$ cat config.mk
export PLATFORM = sky130hd
export DESIGN_NAME = fsk_symstreamer
export DESIGN_NICKNAME = d
export VERILOG_FILES = /design/src/rtl/fsk_pkg.sv /design/src/rtl/fsk_phase_calc.sv /design/src/rtl/fsk_symstreamer.sv
export SDC_FILE = /design/constraint.sdc
export NUM_CORES = 1
export LEC_CHECK = 0
export CORE_ASPECT_RATIO = 0.5
export CORE_MARGIN = 1
export CORE_UTILIZATION = 45
export CTS_CLUSTER_DIAMETER = 200
export DETAILED_ROUTE_END_ITERATION = 10
export MAX_ROUTING_LAYER = met4
export PLACE_DENSITY = 0.76
export SLEW_MARGIN = 5
export SYNTH_ARGS = -nofsm -noshare
export SYNTH_HDL_FRONTEND = slang
export SYNTH_SLANG_ARGS = --single-unit
$ cat constraint.sdc
create_clock -name clk -period 9.3 [get_ports clk]
set_input_delay 1.86 -clock clk [delete_from_list [all_inputs] [get_ports clk]]
set_output_delay 1.86 -clock clk [all_outputs]
set_load 0.02 [all_outputs]
$ cat src/rtl/fsk_pkg.sv
// Shared types and helpers for the M-ary FSK symbol streamer.
package fsk_pkg;

   typedef enum logic [4:0] {
      ST_IDLE = 5'b00001,
      ST_ARM  = 5'b00010,
      ST_HEAD = 5'b00100,
      ST_LOW  = 5'b01000,
      ST_TAIL = 5'b10000
   } state_e;

   localparam int B_IDLE = 0;
   localparam int B_ARM  = 1;
   localparam int B_HEAD = 2;
   localparam int B_LOW  = 3;
   localparam int B_TAIL = 4;

   function automatic int unsigned nsym_of(input int unsigned bps);
      return 32'd1 << bps;
   endfunction

   // 0 or an over-long count both mean "the whole word"
   function automatic int unsigned eff_nsym(
      input int unsigned n,
      input int unsigned maxs
   );
      if (n == 0 || n > maxs) return maxs;
      return n;
   endfunction

   function automatic logic [63:0] phase_scale(
      input logic [31:0] pf,
      input logic [31:0] h,
      input int unsigned ph_w
   );
      logic [63:0] prod;
      prod = {32'd0, pf} * {32'd0, h};
      return prod >> ph_w;
   endfunction

endpackage

$ cat src/rtl/fsk_phase_calc.sv
// Per-symbol timing: looks up H for a symbol value and registers H, P, H-P.
module fsk_phase_calc
   import fsk_pkg::*;
#(
   parameter int BPS    = 1,
   parameter int CNTLEN = 16,
   parameter int PH_W   = 8
) (
   input  logic                           clk,
   input  logic                           rst_n,
   input  logic                           i_en,
   input  logic [BPS-1:0]                 i_sym,
   input  logic [nsym_of(BPS)*CNTLEN-1:0] i_table,
   input  logic [PH_W-1:0]                i_pf,
   output logic [CNTLEN-1:0]              o_h,
   output logic [CNTLEN-1:0]              o_p,
   output logic [CNTLEN-1:0]              o_hp,
   output logic                           o_pz
);

   localparam int NSYM = int'(nsym_of(BPS));

   logic [CNTLEN-1:0] w_tab [NSYM];
   logic [CNTLEN-1:0] w_raw;
   logic [CNTLEN-1:0] w_h;
   logic [CNTLEN-1:0] w_p;
   logic [CNTLEN-1:0] r_h;
   logic [CNTLEN-1:0] r_p;
   logic [CNTLEN-1:0] r_hp;

   genvar g;
   for (g = 0; g < NSYM; g++) begin : g_tab
      assign w_tab[g] = i_table[g*CNTLEN +: CNTLEN];
   end

   assign w_raw = w_tab[i_sym];
   assign w_h   = (w_raw == '0) ? CNTLEN'(1) : w_raw;
   assign w_p   = CNTLEN'(phase_scale(32'(i_pf), 32'(w_h), PH_W));

   // the FSM needs to know about an empty HEAD before the values land
   assign o_pz  = (w_p == '0);

   always_ff @(posedge clk or negedge rst_n) begin
      if (!rst_n) begin
         r_h  <= '0;
         r_p  <= '0;
         r_hp <= '0;
      end else if (i_en) begin
         r_h  <= w_h;
         r_p  <= w_p;
         r_hp <= w_h - w_p;
      end
   end

   assign o_h  = r_h;
   assign o_p  = r_p;
   assign o_hp = r_hp;

endmodule

$ cat src/rtl/fsk_symstreamer.sv
// M-ary FSK symbol streamer: one square-wave period per symbol on outp/outn.
module fsk_symstreamer
   import fsk_pkg::*;
#(
   parameter int DATALEN = 64,
   parameter int BPS     = 1,
   parameter int CNTLEN  = 16,
   parameter int PH_W    = 8
) (
   input  logic                           clk,
   input  logic                           rst_n,
   input  logic [DATALEN-1:0]             datain,
   input  logic [nsym_of(BPS)*CNTLEN-1:0] half_period,
   input  logic [PH_W-1:0]                phase_frac,
   input  logic [CNTLEN-1:0]              nsym,
   input  logic                           repeat_en,
   input  logic                           start,
   input  logic                           abort,
   output logic                           sysrun,
   output logic                           outp,
   output logic                           outn,
   output logic [BPS-1:0]                 symout,
   output logic                           sym_strobe,
   output logic                           done
);

   localparam int MAXSYM = DATALEN / BPS;

   state_e r_state;
   state_e w_state_nxt;

   logic [DATALEN-1:0] r_word;
   logic [DATALEN-1:0] r_shift;
   logic [DATALEN-1:0] w_next_word;
   logic [PH_W-1:0]    r_pf;
   logic [CNTLEN-1:0]  r_neff;
   logic [CNTLEN-1:0]  r_symcnt;
   logic [CNTLEN-1:0]  r_cnt;
   logic               r_rep;
   logic               r_first;
   logic               r_fin;

   logic               r_sysrun;
   logic               r_outp;
   logic               r_outn;
   logic [BPS-1:0]     r_symout;
   logic               r_strobe;
   logic               r_done;

   logic [CNTLEN-1:0]  w_h;
   logic [CNTLEN-1:0]  w_p;
   logic [CNTLEN-1:0]  w_hp;
   logic               w_pz;
   logic               w_pc_en;
   logic [BPS-1:0]     w_pc_sym;

   logic w_last;
   logic w_start;
   logic w_sym_end;
   logic w_new_sym;
   logic w_finish;
   logic w_head_end;
   logic w_low_end;
   logic w_tail_end;

   fsk_phase_calc #(
      .BPS    (BPS),
      .CNTLEN (CNTLEN),
      .PH_W   (PH_W)
   ) u_calc (
      .clk     (clk),
      .rst_n   (rst_n),
      .i_en    (w_pc_en),
      .i_sym   (w_pc_sym),
      .i_table (half_period),
      .i_pf    (r_pf),
      .o_h     (w_h),
      .o_p     (w_p),
      .o_hp    (w_hp),
      .o_pz    (w_pz)
   );

   assign w_last      = (r_symcnt == r_neff - 1'b1);
   assign w_next_word = w_last ? r_word : (r_shift >> BPS);
   assign w_pc_sym    = r_state[B_ARM] ? r_shift[BPS-1:0]
                                       : w_next_word[BPS-1:0];

   assign w_head_end  = (r_cnt == w_p - 1'b1);
   assign w_low_end   = (r_cnt == w_h - 1'b1);
   assign w_tail_end  = (r_cnt == w_hp - 1'b1);

   always_ff @(posedge clk or negedge rst_n) begin
      if (!rst_n) r_state <= ST_IDLE;
      else        r_state <= w_state_nxt;
   end

   always_comb begin
      w_state_nxt = r_state;
      w_start     = 1'b0;
      w_sym_end   = 1'b0;
      w_new_sym   = 1'b0;
      w_finish    = 1'b0;
      w_pc_en     = 1'b0;
      unique case (1'b1)
         r_state[B_IDLE]: begin
            if (start && !r_sysrun) begin
               w_start     = 1'b1;
               w_state_nxt = ST_ARM;
            end
         end
         r_state[B_ARM]: begin
            w_pc_en     = 1'b1;
            w_new_sym   = 1'b1;
            w_state_nxt = w_pz ? ST_LOW : ST_HEAD;
         end
         r_state[B_HEAD]: begin
            if (w_head_end) w_state_nxt = ST_LOW;
         end
         r_state[B_LOW]: begin
            if (w_low_end) begin
               if (w_hp != '0) w_state_nxt = ST_TAIL;
               else            w_sym_end   = 1'b1;
            end
         end
         r_state[B_TAIL]: begin
            if (w_tail_end) w_sym_end = 1'b1;
         end
         default: w_state_nxt = ST_IDLE;
      endcase
      // last cycle of a symbol doubles as the prefetch slot for the next
      if (w_sym_end) begin
         if (w_last && !r_rep) begin
            w_finish    = 1'b1;
            w_state_nxt = ST_IDLE;
         end else begin
            w_pc_en     = 1'b1;
            w_new_sym   = 1'b1;
            w_state_nxt = w_pz ? ST_LOW : ST_HEAD;
         end
      end
      if (abort) begin
         w_state_nxt = ST_IDLE;
         w_start     = 1'b0;
         w_sym_end   = 1'b0;
         w_new_sym   = 1'b0;
         w_finish    = 1'b0;
         w_pc_en     = 1'b0;
      end
   end

   always_ff @(posedge clk or negedge rst_n) begin
      if (!rst_n) begin
         r_word   <= '0;
         r_shift  <= '0;
         r_pf     <= '0;
         r_neff   <= '0;
         r_rep    <= 1'b0;
         r_symcnt <= '0;
      end else if (w_start) begin
         r_word   <= datain;
         r_shift  <= datain;
         r_pf     <= phase_frac;
         r_neff   <= CNTLEN'(eff_nsym(32'(nsym), MAXSYM));
         r_rep    <= repeat_en;
         r_symcnt <= '0;
      end else if (w_sym_end && w_new_sym) begin
         r_shift  <= w_next_word;
         r_symcnt <= w_last ? '0 : r_symcnt + 1'b1;
      end
   end

   always_ff @(posedge clk or negedge rst_n) begin
      if (!rst_n) begin
         r_cnt   <= '0;
         r_first <= 1'b0;
         r_fin   <= 1'b0;
      end else begin
         if (w_new_sym || w_state_nxt != r_state || r_state[B_IDLE])
            r_cnt <= '0;
         else
            r_cnt <= r_cnt + 1'b1;
         r_first <= w_new_sym;
         r_fin   <= w_finish;
      end
   end

   // outputs trail the state by one cycle; abort clears them at once
   always_ff @(posedge clk or negedge rst_n) begin
      if (!rst_n) begin
         r_sysrun <= 1'b0;
         r_outp   <= 1'b0;
         r_outn   <= 1'b0;
         r_symout <= '0;
         r_strobe <= 1'b0;
         r_done   <= 1'b0;
      end else if (abort) begin
         r_sysrun <= 1'b0;
         r_outp   <= 1'b0;
         r_outn   <= 1'b0;
         r_symout <= '0;
         r_strobe <= 1'b0;
         r_done   <= 1'b0;
      end else begin
         r_sysrun <= !r_state[B_IDLE];
         r_outp   <= r_state[B_HEAD] | r_state[B_TAIL];
         r_outn   <= r_state[B_LOW];
         r_symout <= (r_state[B_HEAD] | r_state[B_LOW] | r_state[B_TAIL])
                     ? r_shift[BPS-1:0] : '0;
         r_strobe <= r_first;
         r_done   <= r_fin;
      end
   end

   assign sysrun     = r_sysrun;
   assign outp       = r_outp;
   assign outn       = r_outn;
   assign symout     = r_symout;
   assign sym_strobe = r_strobe;
   assign done       = r_done;

endmodule

---- Word-level counts from Yosys, hierarchy flattened ----
Index checks and enable logic that the tools add are counted.
W data, S select, Z words.
word-level totals
  input bits .............................. 125
  register bits after elaboration ......... 246
operators by class
  equality and inequality tests ........... 5
  add/subtract/negate cells ............... 7
  bitwise gates (word level) .............. 4
  mux-type cells .......................... 47
  $mul .................................... 1
  reductions and logical operators ........ 14
  order comparisons ....................... 2
operator list
  operator                 number
  $mux W64                 3
  $mux W16                 9
  $eq A16 B16 Y1           4
  $sub A16 B1 Y16 const B  4
  $logic_not A16 Y1        3
  $add A16 B1 Y16 const B  2
  $pmux W5 S5              1
  $mul A8 B16 Y24          1
  $mux W1                  24
  $mux W5                  4
  $gt A16 B7 Y1 const B    1
  $reduce_bool A16 Y1      1
  $sub A16 B16 Y16         1
  $mux W4                  3
  $mux W7                  1
  $ne A5 B5 Y1             1
  $logic_and A1 B1 Y1      3
  $logic_not A1 Y1         3
  $logic_or A1 B1 Y1       3
  $or A1 B1 Y1             3
  $ge A2 B2 Y1 const B     1
  $mux W2                  1
  $not A1 Y2               1
  $pmux W1 S2              1
  $reduce_bool A2 Y1       1

---- Logic depth before layout (Yosys ltp) ----
Gate-level depths: netlist of run 1.
  word-level depth ........................ 20
  depth in mapped cells ................... 45

---- Modules after synthesis ----
A second synthesis of run 1 with hierarchy kept.
unflattened totals
  cells, all modules ...................... 1,966
  area total of the unflattened synthesis .. 18,082.3 um^2
by module, submodules not included
  module           instances  cells each  area each (um^2)  sequential area each (um^2)
  fsk_symstreamer  1          1,232       11,333.4          4,956.0
  fsk_phase_calc   1          734         6,749.0           1,201.2

---- Worst setup path before layout of run 1 ----
No wires, ideal clock.
  kind .................................... register to register
  start point ............................. register r_neff[0]
  end point ............................... register u_calc.r_hp[14] (netlist: u_calc.o_hp[14])
  library setup time ...................... 0.095 ns
  stages on the path, launching flop included .. 40
  buffers on the path ..................... 3
  data arrival time ....................... 9.651 ns
  path slack .............................. -0.447 ns
  cells stage by stage .................... dfrtp_1 inv_1 ha_1 or4b_1 clkbuf_1 nor4_1 nor4b_1 nand4b_4 nor4_4 mux2i_2 nand2_1 buf_2 mux2i_1 nor2_1 fa_1 fa_1 fa_1 inv_1 [4 not listed] and4_1 and3_1 and2_1 o21a_1 a311oi_1 o31ai_1 nor3_1 a211oi_1 o311ai_4 ha_1 o21ai_0 a21boi_0 o21ai_0 a21o_1 a21boi_0 o21ai_0 nor3b_1 o31ai_1
between the ends
  longest elaborated chain between the ends .. 12
RTL lines
  what                                          RTL line                text
  from (decl)                                   fsk_symstreamer.sv:36   logic [CNTLEN-1:0] r_neff;
  from (signal assigned)                        fsk_symstreamer.sv:163  r_neff <= CNTLEN'(eff_nsym(32'(nsym), MAXSYM));
  $sub A16 B1 Y16 (*)                           fsk_symstreamer.sv:83   assign w_last = (r_symcnt == r_neff - 1'b1);
  $eq A16 B16 Y1 (*)                            fsk_symstreamer.sv:83
  $mux W64                                      fsk_symstreamer.sv:84   assign w_next_word = w_last ? r_word : (r_shift >> BPS);
  $mux W1                                       fsk_symstreamer.sv:85   assign w_pc_sym = r_state[B_ARM] ? r_shift[BPS-1:0]
  $not A1 Y2 (not written as such)              fsk_phase_calc.sv:36    assign w_raw = w_tab[i_sym];
  $mux W16 (not written as such) (3 in series)  fsk_phase_calc.sv:36
  $logic_not A16 Y1                             fsk_phase_calc.sv:37    assign w_h = (w_raw == '0) ? CNTLEN'(1) : w_raw;
  $mux W16                                      fsk_phase_calc.sv:37
  $mul A8 B16 Y24                               fsk_pkg.sv:37           prod = {32'd0, pf} * {32'd0, h};
  $sub A16 B16 Y16                              fsk_phase_calc.sv:51    r_hp <= w_h - w_p;
  to (signal assigned)                          fsk_phase_calc.sv:51
  to (decl)                                     fsk_phase_calc.sv:29    logic [CNTLEN-1:0] r_hp;
Every way passes the cells marked *; elsewhere a longest branch is shown, timed or not. The select of a mux whose other input is x is not followed.
A chain may end at the register's enable or synchronous reset.

---- Worst setup path in the final report of run 1 ----
  start point ............................. register r_neff[0]
  end point ............................... register u_calc.r_hp[14] (netlist: u_calc.o_hp[14])
between the ends
  longest elaborated chain between the ends .. 12
RTL lines
  what                                              RTL line               text
  $sub A16 B1 Y16 (*)                               fsk_symstreamer.sv:83
  $eq A16 B16 Y1 (*)                                fsk_symstreamer.sv:83
  $mux W64 (*)                                      fsk_symstreamer.sv:84
  $mux W1 (*)                                       fsk_symstreamer.sv:85
  $not A1 Y2 (not written as such) (*)              fsk_phase_calc.sv:36
  $mux W16 (not written as such) (*) (3 in series)  fsk_phase_calc.sv:36
  $logic_not A16 Y1                                 fsk_phase_calc.sv:37
  $mux W16 (*)                                      fsk_phase_calc.sv:37
  named net u_calc.w_h[5]                           fsk_phase_calc.sv:25   logic [CNTLEN-1:0] w_h;
  $mul A8 B16 Y24                                   fsk_pkg.sv:37
  $sub A16 B16 Y16 (*)                              fsk_phase_calc.sv:51
The timed path passes the listed nets; every way through them passes the cells marked *. The select of a mux whose other input is x is not followed.

==> results of run 1 <==
## synth_stat cells (11+ instances only)
cell / instances
sky130_fd_sc_hd__clkbuf_1: 98
sky130_fd_sc_hd__and2_1: 21
sky130_fd_sc_hd__inv_1: 145
sky130_fd_sc_hd__o21ai_0: 170
sky130_fd_sc_hd__ha_1: 62
sky130_fd_sc_hd__xnor2_1: 72
sky130_fd_sc_hd__nor3_1: 35
sky130_fd_sc_hd__a21oi_1: 104
sky130_fd_sc_hd__nor2b_1: 51
sky130_fd_sc_hd__nand2_1: 339
sky130_fd_sc_hd__nor3b_1: 12
sky130_fd_sc_hd__nand4_1: 16
sky130_fd_sc_hd__and3_1: 24
sky130_fd_sc_hd__fa_1: 84
sky130_fd_sc_hd__mux2i_1: 84
sky130_fd_sc_hd__nand3_1: 34
sky130_fd_sc_hd__nand2b_1: 20
sky130_fd_sc_hd__a21o_1: 15
sky130_fd_sc_hd__nor4_1: 21
sky130_fd_sc_hd__o31ai_1: 13
sky130_fd_sc_hd__nor2_1: 220
sky130_fd_sc_hd__a21boi_0: 11
sky130_fd_sc_hd__xor2_1: 45
sky130_fd_sc_hd__dfrtp_1: 245
## worst register-to-register path: cells and delay by family, from the launching register on
family | cells | cell delay [ps]
fa+ha+maj | 7 | 2770
compound gates | 15 | 2620
flops | 1 | 420
simple gates | 9 | 1640
mux | 2 | 720
buf+inv | 7 | 800
## how the worst max path moves through the flow
stage	to	from	depth (start not counted)	slack, ps
final	u_calc.o_hp[14]	r_neff[0]	40	240
after detailed placement	u_calc.o_hp[14]	r_neff[0]	40	-180
after floorplan	u_calc.o_hp[14]	r_neff[0]	44	50
after CTS	u_calc.o_hp[14]	r_neff[0]	40	-3
after global routing	u_calc.o_hp[15]	r_neff[1]	39	-140
after global placement	u_calc.o_hp[15]	r_neff[0]	35	-20
## state kept, by name, indices dropped and copies added (netlist names)
| name | count |
|---|---|
| sym_strobe | 1 |
| done | 1 |
| r_cnt | 16 |
| r_neff | 16 |
| r_pf | 8 |
| r_first | 1 |
| r_state | 5 |
| u_calc.o_hp | 16 |
| r_rep | 1 |
| outn | 1 |
| r_symcnt | 16 |
| r_fin | 1 |
| r_shift | 64 |
| r_word | 64 |
| u_calc.o_p | 16 |
| outp | 1 |
| sysrun | 1 |
| u_calc.o_h | 16 |
| symout | 1 |
## layer usage
metal	vias up	part of all wire, %	routed length, um
li1	7362	-	-
met1	7580	45	21700
met2	449	47	22700
met3	103	5.3	2555
met4	0	3.4	1646
met5	-	0	0
## through the flow
stage / area [um2] / util [%] / TNS [ps] / setup slack, ps
final: 21800 / 56.00 / 0 / 235.9
after global routing: 21800 / 56.00 / -425.9 / -144.2
after CTS: 21090 / 54.18 / -2.820 / -2.820
after detailed placement: 20070 / 51.57 / -297.7 / -176.0
after global placement: 20070 / 51.57 / -23.51 / -23.51
after floorplan: 17900 / - / 0 / 45.02
## final cells by class
| type | count | area [um2] |
|---|---|---|
| Fill cell | 3420 | 17130 |
| Sequential cell | 246 | 6157 |
| Multi-Input combinational cell | 1596 | 11270 |
| Clock buffer | 36 | 778.2 |
| Inverter | 146 | 553.0 |
| Clock inverter | 11 | 156.4 |
| Timing Repair Buffer | 243 | 2222 |
| Tap cell | 530 | 663.1 |
## what timing repair did
item,CTS,global route
cloned,1,0
buffers inserted,3,34
hold buffers,0,0
pin swaps,2,47
gates resized for setup,15,109
endpoints found under the setup margin,5,10
## kinds of logic after synthesis
logic type      after synthesis  synth area share [%]
simple gates                847                 22.16
compound gates              396                 13.23
buf+inv                     253                 5.351
flops                       246                 34.60
fa+ha+maj                   146                 13.81
xor+xnor                    118                 5.850
mux                          88                 4.992
==> PnR_summary.wiki, run 1 <==
{| class="wikitable"
! Metric !! Value
|-
| Clock network latency to the later pin of the worst-skew pair || 550 ps
|-
| Register-to-Register Path Depth || 40
|-
| Yosys reg bits || 246
|-
| Kind of cell with the highest combined delay on the critical path || adder cells
|-
| Post-detailed-route via-to-cell ratio || 5.518
|-
| Number of non-filler instances in the completed layout || 2808
|-
| First drt pass iteration count || 5
|-
| HP Class || reg -> reg
|-
| Synth Cell Area || 0.01779 mm2
|-
| Commonest non-fill, non-tap cell in the layout || sky130_fd_sc_hd__nand2_1
|-
| First-pass GRT wire length || 77830 um
|-
| Share of the synthesized area in the top cell type || 34.45%
|-
| Worst r2r dst || u_calc.o_hp[14]
|-
| CTS tree || yes
|-
| Starting density of the core || 45.72%
|-
| Via count || 15494
|-
| Measured slew at the worst slew-check pin || 1124 ps
|-
| Synth async-reset ratio || 100.0%
|-
| Root buffer cell || sky130_fd_sc_hd__clkbuf_16
|-
| Synth Instances || 2094
|-
| Vias in the first global route || 15077
|-
| Antenna cells || 0
|-
| Number of nets in the synthesized netlist || 2365
|-
| Count of boundary I/O pins || 131
|-
| Top cells by area in the synthesized netlist || sky130_fd_sc_hd__dfrtp_1, sky130_fd_sc_hd__fa_1, sky130_fd_sc_hd__nand2_1, sky130_fd_sc_hd__o21ai_0, sky130_fd_sc_hd__mux2i_1
|-
| Critical path data required time || 9760 ps
|-
| Nets || 2530
|-
| Number of synthesized flops with an enable pin || 0
|-
| Tcrit/Tclk final || 97.46%
|-
| Total GRT Usage || 24.55%
|-
| DRC violation count after routing || 0
|-
| Die W || 283.2 um
|-
| Commonest cells after routing, fill and taps aside || sky130_fd_sc_hd__nand2_1, sky130_fd_sc_hd__dfrtp_1, sky130_fd_sc_hd__nor2_1
|-
| Critical path endpoint category || flip-flop
|-
| Clk slew on worst S/H paths || 70 ps
|-
| Antenna violations before repair || 2
|-
| Die extent in y || 142.6 um
|-
| Number of input and output port buffers inserted || 130
|-
| Final worst clock skew || 12.56 ps
|-
| Tightest hold margin || 454.4 ps
|-
| Pin count of the biggest net entering global routing || 160
|-
| Fraction of final layout cells sized beyond drive strength 1 || 12.25%
|-
| Top fanout value on the critical path || 7
|-
| Most numerous cell on the critical path || sky130_fd_sc_hd__fa_1
|-
| Met2 track demand over resource || 39.53%
|-
| Final number of hold-violating endpoints || 0
|-
| Delay of the slowest cell on the worst path || 570 ps
|-
| Register-to-register path setup slack || 240 ps
|-
| Final weighted congestion of routability-driven global placement || 0.9834
|-
| Buffer depth of the longest clock path || 3
|-
| Worst hold path cell count || 1
|-
| Crit path DAT || 9520 ps
|-
| Headroom to the max-slew limit || 25.06%
|-
| Starting DRC count in detailed routing || 1309
|-
| Global routing met1 resource utilization || 32.19%
|-
| Top Usage Layer GRT || met2
|-
| Critical Path Slowest Stage Cell || sky130_fd_sc_hd__fa_1
|-
| Type of the setup path with the least slack || reg -> reg
|-
| Slew Limit Fails || 0
|-
| Fraction of the yosys area taken by sequential cells || 34.60%
|-
| Launch point of the worst reg-to-reg path || r_neff[0]
|-
| Capture endpoint of the worst hold path || r_fin
|-
| Placed cell count || 2723
|-
| Sinks on Clock Net || 246
|-
| Final HPWL from detailed placement || 34730 um
|-
| Yosys synthesis warning count || 0
|-
| Post-detailed-routing wire length || 48610 um
|-
| Number of buffers created by CTS || 26
|-
| Average instance area after synthesis || 8.498 um2
|-
| Hold Path Origin || r_rep
|-
| Routed WL per cell || 17.31 um
|-
| Area inside the core boundary || 0.03892 mm2
|-
| Bufs and invs on worst path || 7
|-
| Top flip-flop cell by instance count after synthesis || sky130_fd_sc_hd__dfrtp_1
|-
| Die ar. || 0.04039 mm2
|-
| Standard-cell row count || 51
|-
| Number of distinct library cell variants in the gate-level netlist after synthesis || 82
|-
| Highest achievable clock rate || 0.1103 GHz
|-
| Final setup viols || 0
|-
| Antenna viol nets, final || 0
|-
| Outcome || completed
|-
| Cell accounting for the most synthesized area || sky130_fd_sc_hd__dfrtp_1
|-
| Total number of H-tree levels || 1
|-
| Overall overflow remaining after global route || 0
|-
| Area growth from synthesis to layout || 22.50%
|-
| Sort of element at the start of the critical path || flip-flop
|-
| Total of max-cap violations || 0
|-
| Met3 routing resource usage after global routing || 3.163%
|-
| Minimum clock period after layout || 9064 ps
|}
Power of run 1 is not shown: default switching activity piles up to over one toggle a cycle in this logic, so the estimate is an artifact.
==> inputs of run 2 (changes only) <==
--- a/config.mk
+++ b/config.mk
@@ -11,7 +11,7 @@
 export CTS_CLUSTER_DIAMETER = 200
 export DETAILED_ROUTE_END_ITERATION = 10
 export MAX_ROUTING_LAYER = met4
-export PLACE_DENSITY = 0.76
+export PLACE_DENSITY = 0.74
 export SLEW_MARGIN = 5
 export SYNTH_ARGS = -nofsm -noshare
 export SYNTH_HDL_FRONTEND = slang
==> constraint.sdc (replaced) <==
create_clock -name clk -period 10.2 [get_ports clk]
set_input_delay 2.04 -clock clk [delete_from_list [all_inputs] [get_ports clk]]
set_output_delay 2.04 -clock clk [all_outputs]
set_load 0.02 [all_outputs]
==> run 2 against run 1 <==
Fmax decreased by 7.4%. Register-to-register slack improved by 180 ps. Clock skew up 1.9 ps. Cell count fell by 2.9%. Die area stayed put. Critical endpoint unchanged.
==> PnR_summary.wiki, run 2 (synthesized netlist as in run 1, its figures left out) <==
{| class="wikitable"
! Metric !! Value
|-
| Starting density of the core || 45.72% (unchanged)
|-
| Sort of element at the start of the critical path || flip-flop
|-
| Antenna viol nets, final || 0 (unchanged)
|-
| Measured slew at the worst slew-check pin || 1331 ps (+207.1 ps)
|-
| Final HPWL from detailed placement || 34830 um (+0.29%)
|-
| Root buffer cell || sky130_fd_sc_hd__clkbuf_16
|-
| Minimum clock period after layout || 9789 ps (+724.7 ps)
|-
| Overall overflow remaining after global route || 0 (unchanged)
|-
| Number of buffers created by CTS || 25 (-3.8%)
|-
| Starting DRC count in detailed routing || 1386 (+5.9%)
|-
| Post-layout instance area || 0.02055 mm2 (-5.7%)
|-
| Standard-cell row count || 51 (unchanged)
|-
| Clock network latency to the later pin of the worst-skew pair || 560 ps (about the same)
|-
| Die ar. || 0.04039 mm2 (unchanged)
|-
| Fraction of final layout cells sized beyond drive strength 1 || 5.376% (-6.9 points)
|-
| Routed WL per cell || 17.80 um (+2.8%)
|-
| Number of non-filler instances in the completed layout || 2726 (-2.9%)
|-
| Delay of the slowest cell on the worst path || 550 ps (-20 ps)
|-
| Via count || 15072 (-2.7%)
|-
| Critical Path Slowest Stage Cell || sky130_fd_sc_hd__or4b_4
|-
| Commonest non-fill, non-tap cell in the layout || sky130_fd_sc_hd__nand2_1
|-
| Post-Route Setup TNS || 0 ps (unchanged)
|-
| Crit path DAT || 10250 ps (+730 ps)
|-
| Post-detailed-routing wire length || 48510 um (-0.20%)
|-
| Critical path data required time || 10660 ps (+900 ps)
|-
| HP Class || reg -> reg
|-
| Placed cell count || 2676 (-1.7%)
|-
| Commonest cells after routing, fill and taps aside || sky130_fd_sc_hd__nand2_1, sky130_fd_sc_hd__dfrtp_1, sky130_fd_sc_hd__nor2_1
|-
| Tightest hold margin || 434.5 ps (-19.87 ps)
|-
| Combinational group share of total power || 71.9%
|-
| Final weighted congestion of routability-driven global placement || 0.9526 (-3.1%)
|-
| Net switching power || 0.004044 W
|-
| Pin count of the biggest net entering global routing || 114 (-29%)
|-
| Int Pwr || 0.004046 W
|-
| Total GRT Usage || 24.72% (+0.17 points)
|-
| Buffer depth of the longest clock path || 3 (unchanged)
|-
| Sinks on Clock Net || 246 (unchanged)
|-
| Final number of hold-violating endpoints || 0 (unchanged)
|-
| Headroom to the max-slew limit || 11.25% (-14 points)
|-
| Sequential share of power || 16.9%
|-
| First-pass GRT wire length || 77500 um (-0.43%)
|-
| Cell Area, Placed || 0.01960 mm2 (-2.3%)
|-
| Final setup viols || 0 (unchanged)
|-
| First drt pass iteration count || 5 (unchanged)
|-
| CTS tree || yes
|-
| Final worst clock skew || 14.43 ps (+1.867 ps)
|-
| Die W || 283.2 um (unchanged)
|-
| Area inside the core boundary || 0.03892 mm2 (unchanged)
|-
| Clock group share of total power || 11.2%
|-
| DRC violation count after routing || 0 (unchanged)
|-
| Tcrit/Tclk final || 95.97% (-1.5 points)
|-
| Type of the setup path with the least slack || reg -> reg
|-
| Pwr dens || 393.6 mW/mm2
|-
| Registers with the most flip-flops || r_shift: 64 flops, r_word: 64 flops
|-
| Top fanout value on the critical path || 10 (+3)
|-
| Nets || 2449 (-3.2%)
|-
| Fill cell total of the finished layout || 3601 (+5.3%)
|-
| Critical path endpoint category || flip-flop
|-
| Die extent in y || 142.6 um (unchanged)
|-
| Vias in the first global route || 14550 (-3.5%)
|-
| Slew Limit Fails || 0 (unchanged)
|-
| Outcome || completed
|-
| Cell leakage power || 9.396 nW
|-
| Total of max-cap violations || 0 (unchanged)
|-
| Antenna violations before repair || 1 (-1)
|-
| Net switching share of the total power || 49.99%
|-
| Total number of H-tree levels || 1 (unchanged)
|-
| Clk slew on worst S/H paths || 70 ps (about the same)
|-
| Post-detailed-route via-to-cell ratio || 5.529 (+0.20%)
|-
| Count of boundary I/O pins || 131 (unchanged)
|-
| Highest achievable clock rate || 0.1022 GHz (-7.4%)
|-
| Maximum VDD drop || 0.4172 mV
|-
| Area growth from synthesis to layout || 15.50%
|-
| Number of input and output port buffers inserted || 130 (unchanged)
|}
==> run 2: worst paths after layout <==
kind	start	end	slack [ps]	depth (start not counted)
worst min register to register	r_rep	r_fin	430	1
max in group asynchronous	rst_n	r_neff[4]	7210	2
min in group asynchronous	rst_n	r_word[40]	1510	1
worst max register to register	r_neff[0]	u_calc.o_hp[14]	410	39
worst min-delay path	r_rep	r_fin	430	1
worst max-delay path	r_neff[0]	u_calc.o_hp[14]	410	39
==> run 2: timing repair <==
action	4_1_cts	5_1_grt
pin swaps	0	6
setup endpoints to repair	1	9
buffers inserted	0	4
hold buffers	0	0
gates resized for setup	1	31
cloned	0	1
endpoints found under the hold margin	0	0
==> run 2: cell type report <==
| type | instances | area (um2) | area share (%) |
|---|---|---|---|
| Antenna cell | 1 | 2.502 | 0.01218 |
| Clock inverter | 12 | 111.4 | 0.5418 |
| Timing Repair Buffer | 163 | 1554 | 7.561 |
| Multi-Input combinational cell | 1596 | 10840 | 52.76 |
| Tap cell | 530 | 663.1 | 3.227 |
| Sequential cell | 246 | 6157 | 29.96 |
| Inverter | 146 | 548.0 | 2.667 |
| Clock buffer | 32 | 671.9 | 3.269 |
==> run 2: worst max-delay path, delay by kind of cell (launching register included) <==
family / cells / cell delay [ps]
flip-flops: 1 / 440
buffers and inverters: 4 / 320
AO/OA/AOI/OAI: 13 / 2300
XOR/XNOR: 2 / 340
adder cells (fa/ha/maj): 7 / 2950
AND/OR/NAND/NOR: 11 / 2570
multiplexers: 2 / 770
==> run 2: stage by stage <==
stage	worst slack (ps)	util [%]	total power (W)
2_1_floorplan	453.4	-	0.005368
3_3_place_gp	135.3	50.36	0.006670
3_5_place_dp	24.43	50.36	0.006727
4_1_cts	80.51	52.38	0.007695
5_1_grt	-71.57	52.80	0.008870
6_report	411.2	52.80	0.008090
==> run 2: power by group through the flow <==
stage	Sequential, W	Clock, W	Combinational [W]
after CTS	0.00136	0.000925	0.00541
after floorplan	0.00130	0	0.00407
final	0.00137	0.000908	0.00582
after detailed placement	0.00138	0	0.00535
after global routing	0.00139	0.000966	0.00651
after global placement	0.00137	0	0.00530
==> run 2: metal layers <==
metal  global-route usage [%]  wire length (um)
met3                    3.195              2514
met1                    32.18             21320
met5                        -                 0
met2                    40.62             23420
met4                    7.368              1260
Note: power is estimated with default switching activity, not from simulation.
==> inputs of run 3 (changes only) <==
==> constraint.sdc (replaced) <==
create_clock -name clk -period 12.1 [get_ports clk]
set_input_delay 2.42 -clock clk [delete_from_list [all_inputs] [get_ports clk]]
set_output_delay 2.42 -clock clk [all_outputs]
set_load 0.02 [all_outputs]
==> run 3 against run 2 <==
Design area is 1.1% lower. Fmax decreased by 12%. Cell count down 0.51%.
==> PnR_summary.wiki, run 3 (synthesized netlist as in run 1, its figures left out) <==
{| class="wikitable"
! Metric !! Value
|-
| Total number of H-tree levels || 1 (unchanged)
|-
| Clk slew on worst S/H paths || 60 ps (about the same)
|-
| Critical path data required time || 12490 ps (+1830 ps)
|-
| First drt pass iteration count || 6 (+1)
|-
| Die ar. || 0.04039 mm2 (unchanged)
|-
| Critical path endpoint category || flip-flop
|-
| CTS Hold Bufs || 0 (unchanged)
|-
| Overall overflow remaining after global route || 0 (unchanged)
|-
| Kind of cell with the highest combined delay on the critical path || adder cells
|-
| Final HPWL from detailed placement || 34520 um (-0.89%)
|-
| Crit path DAT || 11560 ps (+1310 ps)
|-
| Post-detailed-routing wire length || 47270 um (-2.6%)
|-
| Total GRT Usage || 24.40% (-0.33 points)
|-
| First-pass GRT wire length || 77090 um (-0.53%)
|-
| Top fanout value on the critical path || 18 (+8)
|-
| Highest achievable clock rate || 0.08953 GHz (-12%)
|-
| Sinks on Clock Net || 246 (unchanged)
|-
| Total Power Consumption || 0.006460 W (-20%)
|-
| Antenna violations before repair || 1 (unchanged)
|-
| Final setup viols || 0 (unchanged)
|-
| Total of max-cap violations || 0 (unchanged)
|-
| Number of setup buffers added after CTS || 0 (unchanged)
|-
| Register-to-Register Path Depth || 36 (-7.7%)
|-
| Area occupied by multi-input gates || 0.01073 mm2 (-1.1%)
|-
| Type of the setup path with the least slack || reg -> reg
|-
| Outcome || completed
|-
| Placed cell count || 2666 (-0.37%)
|-
| Vias in the first global route || 14853 (+2.1%)
|-
| Startpoint of the most critical setup path || r_neff[0]
|-
| Nets || 2434 (-0.61%)
|-
| Fraction of final layout cells sized beyond drive strength 1 || 4.218% (-1.2 points)
|-
| Final core utilization || 52.22% (-0.58 points)
|-
| Routed WL per cell || 17.43 um (-2.1%)
|-
| Area growth from synthesis to layout || 14.23%
|-
| Number of non-filler instances in the completed layout || 2712 (-0.51%)
|-
| CTS tree || yes
|-
| Maximum VDD drop || 0.2809 mV (-33%)
|-
| Tightest hold margin || 445.3 ps (+10.77 ps)
|-
| HP Class || reg -> reg
|-
| Standard-cell row count || 51 (unchanged)
|-
| Clock network latency to the later pin of the worst-skew pair || 550 ps (about the same)
|-
| Endpoint of the most critical setup path || u_calc.o_hp[14]
|-
| Count of boundary I/O pins || 131 (unchanged)
|-
| Number of buffers created by CTS || 25 (unchanged)
|-
| Headroom to the max-slew limit || 16.98% (+5.7 points)
|-
| Post-Route Setup TNS || 0 ps (unchanged)
|-
| Delay of the slowest cell on the worst path || 740 ps (+190 ps)
|-
| Slew Limit Fails || 0 (unchanged)
|-
| Buffer depth of the longest clock path || 3 (unchanged)
|-
| Via count || 14949 (-0.82%)
|-
| Cell leakage power || 9.277 nW (-1.3%)
|-
| Launch point of the worst reg-to-reg path || r_neff[0]
|-
| Register-to-register path setup slack || 930 ps (+520 ps)
|-
| Bufs and invs on worst path || 3 (-1)
|-
| Crit. path cell count || 36 (-7.7%)
|-
| Worst r2r dst || u_calc.o_hp[14]
|-
| Tcrit/Tclk final || 92.31% (-3.7 points)
|-
| Final weighted congestion of routability-driven global placement || 0.9357 (-1.8%)
|-
| Minimum clock period after layout || 11170 ps (+1381 ps)
|-
| Resized cells post-CTS || 0 (-1)
|-
| Sort of element at the start of the critical path || flip-flop
|-
| Fill cell total of the finished layout || 3677 (+2.1%)
|-
| Pin count of the biggest net entering global routing || 123 (+7.9%)
|-
| Final number of hold-violating endpoints || 0 (unchanged)
|-
| Commonest cells after routing, fill and taps aside || sky130_fd_sc_hd__nand2_1, sky130_fd_sc_hd__dfrtp_1, sky130_fd_sc_hd__nor2_1
|-
| DRC violation count after routing || 0 (unchanged)
|-
| Die extent in y || 142.6 um (unchanged)
|-
| Registers with the most flip-flops || r_shift: 64 flops, r_word: 64 flops
|-
| Die W || 283.2 um (unchanged)
|-
| Critical Path Slowest Stage Cell || sky130_fd_sc_hd__o31ai_1
|-
| Sequential standard cell area || 0.006157 mm2 (unchanged)
|-
| Number of input and output port buffers inserted || 130 (unchanged)
|-
| Root buffer cell || sky130_fd_sc_hd__clkbuf_16
|-
| Starting DRC count in detailed routing || 1247 (-10%)
|-
| Measured slew at the worst slew-check pin || 1245 ps (-85.93 ps)
|-
| Final worst clock skew || 13.77 ps (-0.6559 ps)
|-
| Commonest non-fill, non-tap cell in the layout || sky130_fd_sc_hd__nand2_1
|-
| Setup repair after global routing missed its margin || no
|-
| Pwr dens || 317.8 mW/mm2 (-19%)
|-
| Most numerous cell on the critical path || sky130_fd_sc_hd__fa_1
|-
| Starting density of the core || 45.72% (unchanged)
|-
| Antenna viol nets, final || 0 (unchanged)
|-
| Post-detailed-route via-to-cell ratio || 5.512 (-0.30%)
|-
| Area inside the core boundary || 0.03892 mm2 (unchanged)
|}
run 3: changes by cell type in the layout (fill, tap and decap cells not counted), sizes merged:
cell	before	now
bufinv	1	0
nand2	341	340
clkinv	9	5
inv	148	149
clkinvlp	0	1
buf	34	20
clkbuf	32	36
run 3: layout make-up:
cell class	instances	share of cell area, %
Multi-Input combinational cell	1595	52.79
Tap cell	530	3.262
Clock buffer	36	3.478
Clock inverter	9	0.3447
Timing Repair Buffer	149	7.128
Inverter	146	2.696
Sequential cell	246	30.29
Antenna cell	1	0.01231
run 3: worst min path at each step:
stage | from | end | slack [ps] | cells after the start
CTS | r_rep | r_fin | 440 | 1
floorplan | r_rep | r_fin | 410 | 1
global route | r_rep | r_fin | 460 | 1
global placement | r_rep | r_fin | 420 | 1
finish | r_rep | r_fin | 450 | 1
detailed placement | r_rep | r_fin | 430 | 1
run 3: report_power, final:
group | internal (W) | switching, W
logic | 0.00183 | 0.00273
clock network | 0.000411 | 0.000337
registers | 0.000984 | 0.000165
total | 0.00323 | 0.00323
run 3: through the flow:
stage	instance area (um2)	worst slack, ps
2_1_floorplan	17790	2353
3_3_place_gp	19530	973.0
3_5_place_dp	19530	603.9
4_1_cts	20300	554.4
5_1_grt	20330	149.2
6_report	20330	930.2
run 3: worst reg2reg max path, delay by kind of cell (launching register included):
family          cells  cell delay (ps)
compound gates     13             2910
mux                 2             1320
flops               1              430
buf+inv             3              200
fa+ha+maj           7             3070
simple gates       11             3070
run 3: metal layers:
metal	track usage, %	vias up	share of wire, %
li1	-	7171	-
met1	31.40	7318	45
met2	40.04	377	47
met3	3.035	83	4.7
met4	8.535	0	3.5
met5	-	-	0
==> RTL change, RTL diff (config.mk and constraints of run 1) <==
Register the input `phase_frac` before use, with the module's reset. The logic sees it one clock later. The other inputs are not delayed to match.
--- a/src/rtl/fsk_symstreamer.sv
+++ b/src/rtl/fsk_symstreamer.sv
@@ -26,6 +26,16 @@
 
    localparam int MAXSYM = DATALEN / BPS;
 
+   logic [PH_W-1:0] phase_frac_q;
+
+   always_ff @(posedge clk or negedge rst_n) begin
+      if (!rst_n) begin
+         phase_frac_q <= '0;
+      end else begin
+         phase_frac_q <= phase_frac;
+      end
+   end
+
    state_e r_state;
    state_e w_state_nxt;
 
@@ -159,7 +169,7 @@
       end else if (w_start) begin
          r_word   <= datain;
          r_shift  <= datain;
-         r_pf     <= phase_frac;
+         r_pf     <= phase_frac_q;
          r_neff   <= CNTLEN'(eff_nsym(32'(nsym), MAXSYM));
          r_rep    <= repeat_en;
          r_symcnt <= '0;
Behaviour: not the same (a bounded check fails within 4 cycles, from zero or initial values and one cycle with rst_n low).
==> RTL change against run 1 <==
Global-route usage down 2.0 points. First-iteration DRC count down 18%. Synthesized cell count up 1.1%. Routed wire length down 6.5%. Sequential cell count up 8. Cell count up 0.43%. Worst setup slack better by 0.11 ns. Design area up 0.30%. Non-clock buffer count up 3. Area after synthesis up 2.9%. Maximum frequency up 1.2%.
==> RTL change: results (changes against run 1) <==
run status: complete, no violations
Slew headroom: 0.282 (+0.0313)
clkbuf count: 37 (+2.8%)
Layout Cells excl Fill: 2,820 (+0.43%)
CTS buffer count: 25 (-3.8%)
Power Total: 9.07 mW
Seq. cell area: 0.00636 mm2 (+3.3%)
met1 WL: 20.4 mm (-6.2%)
footprint of the multi-input gates: 0.0113 mm2 (about the same)
fraction of layout cells with a size suffix above 1: 0.103 (-0.0199)
Final GP Congestion: 0.924 (-6.0%)
Overall Global Routing Usage: 0.225 (-0.0204)
fillcell total: 3,471 (+1.5%)
Multi-In Gates: 1,602 (+0.38%)
clk sink count: 254 (+3.3%)
drt via density: 5.46 (-0.98%)
CTS H-tree depth: 1 (unchanged)
met1 GRT Util: 0.297 (-0.0251)
mux contribution to synthesized area: 0.0563 (+0.00637)
initial antenna violation count: 0 (-2)
post_cts resized: 12 (-3)
final net count: 2,545 (+0.59%)
Synth cell types: 80 (-2.4%)
r2r endpoint: u_calc.o_hp[13]
Synth Area in XOR/XNOR: 0.0543 (-0.00419)
Post-CTS Setup Repair Bufs: 0 (-3)
WL met2: 22.0 mm (-3.0%)
Worst R2R Start: r_neff[2]
Synth Area in Adders: 0.134 (-0.00392)
ClkCell Share: 0.0374 (-0.00545)
met3 Use GR: 0.0288 (-0.00279)
number of global-route vias before repair: 14,800 (-1.9%)
wire length on met3: 1.99 mm (-22%)
worst setup margin: 0.344 ns (+0.108 ns)
post-synthesis compound-gate area fraction: 0.131 (-0.00122)
top cells by count, synth: nand2_1 (342), dfrtp_1 (253), o21ai_0 (168)
sequential group share of total power: 0.171
largest net degree at the start of global routing: 123 (-23%)
grt met2 use: 0.371 (-0.0243)
post-synthesis net count: 2,389 (+1.0%)
crit-path max cell delay: 0.60 ns (+0.03 ns)
family with the most delay on the worst path: adder cells
Logic pwr share: 0.715
global-route wire length before repair: 73.8 mm (-5.2%)
DRT iter0 DRCs: 1,067 (-18%)
Placement Cell Area: 0.0207 mm2 (+3.2%)
HPWL Detailed: 32.6 mm (-6.2%)
Avg Synthesized Cell Area: 8.65 um2 (+1.8%)
nonclk buf count: 246 (+1.2%)
Syn. warnings: 0 (unchanged)
==> RTL change: changes by cell type after synthesis, moves of 8 or more <==
cell | run 1 | this run
nor2b_1 | 51 | 105
dfrtp_1 | 245 | 253
a31oi_1 | 9 | 19
nor3_1 | 35 | 26
nor4_1 | 21 | 29
nand2b_1 | 20 | 12
nor2_1 | 220 | 152
mux2_2 | 3 | 12
==> RTL change: worst min-delay path by stage <==
stage                               start  endpoint  slack (ns)  depth (start not counted)
after global placement    phase_frac_q[6]   r_pf[6]        0.42                          2
final                     phase_frac_q[6]   r_pf[6]        0.44                          2
after floorplan           phase_frac_q[0]   r_pf[0]        0.41                          2
after detailed placement  phase_frac_q[6]   r_pf[6]        0.43                          2
after CTS                 phase_frac_q[6]   r_pf[6]        0.44                          2
after global routing      phase_frac_q[3]   r_pf[3]        0.48                          2
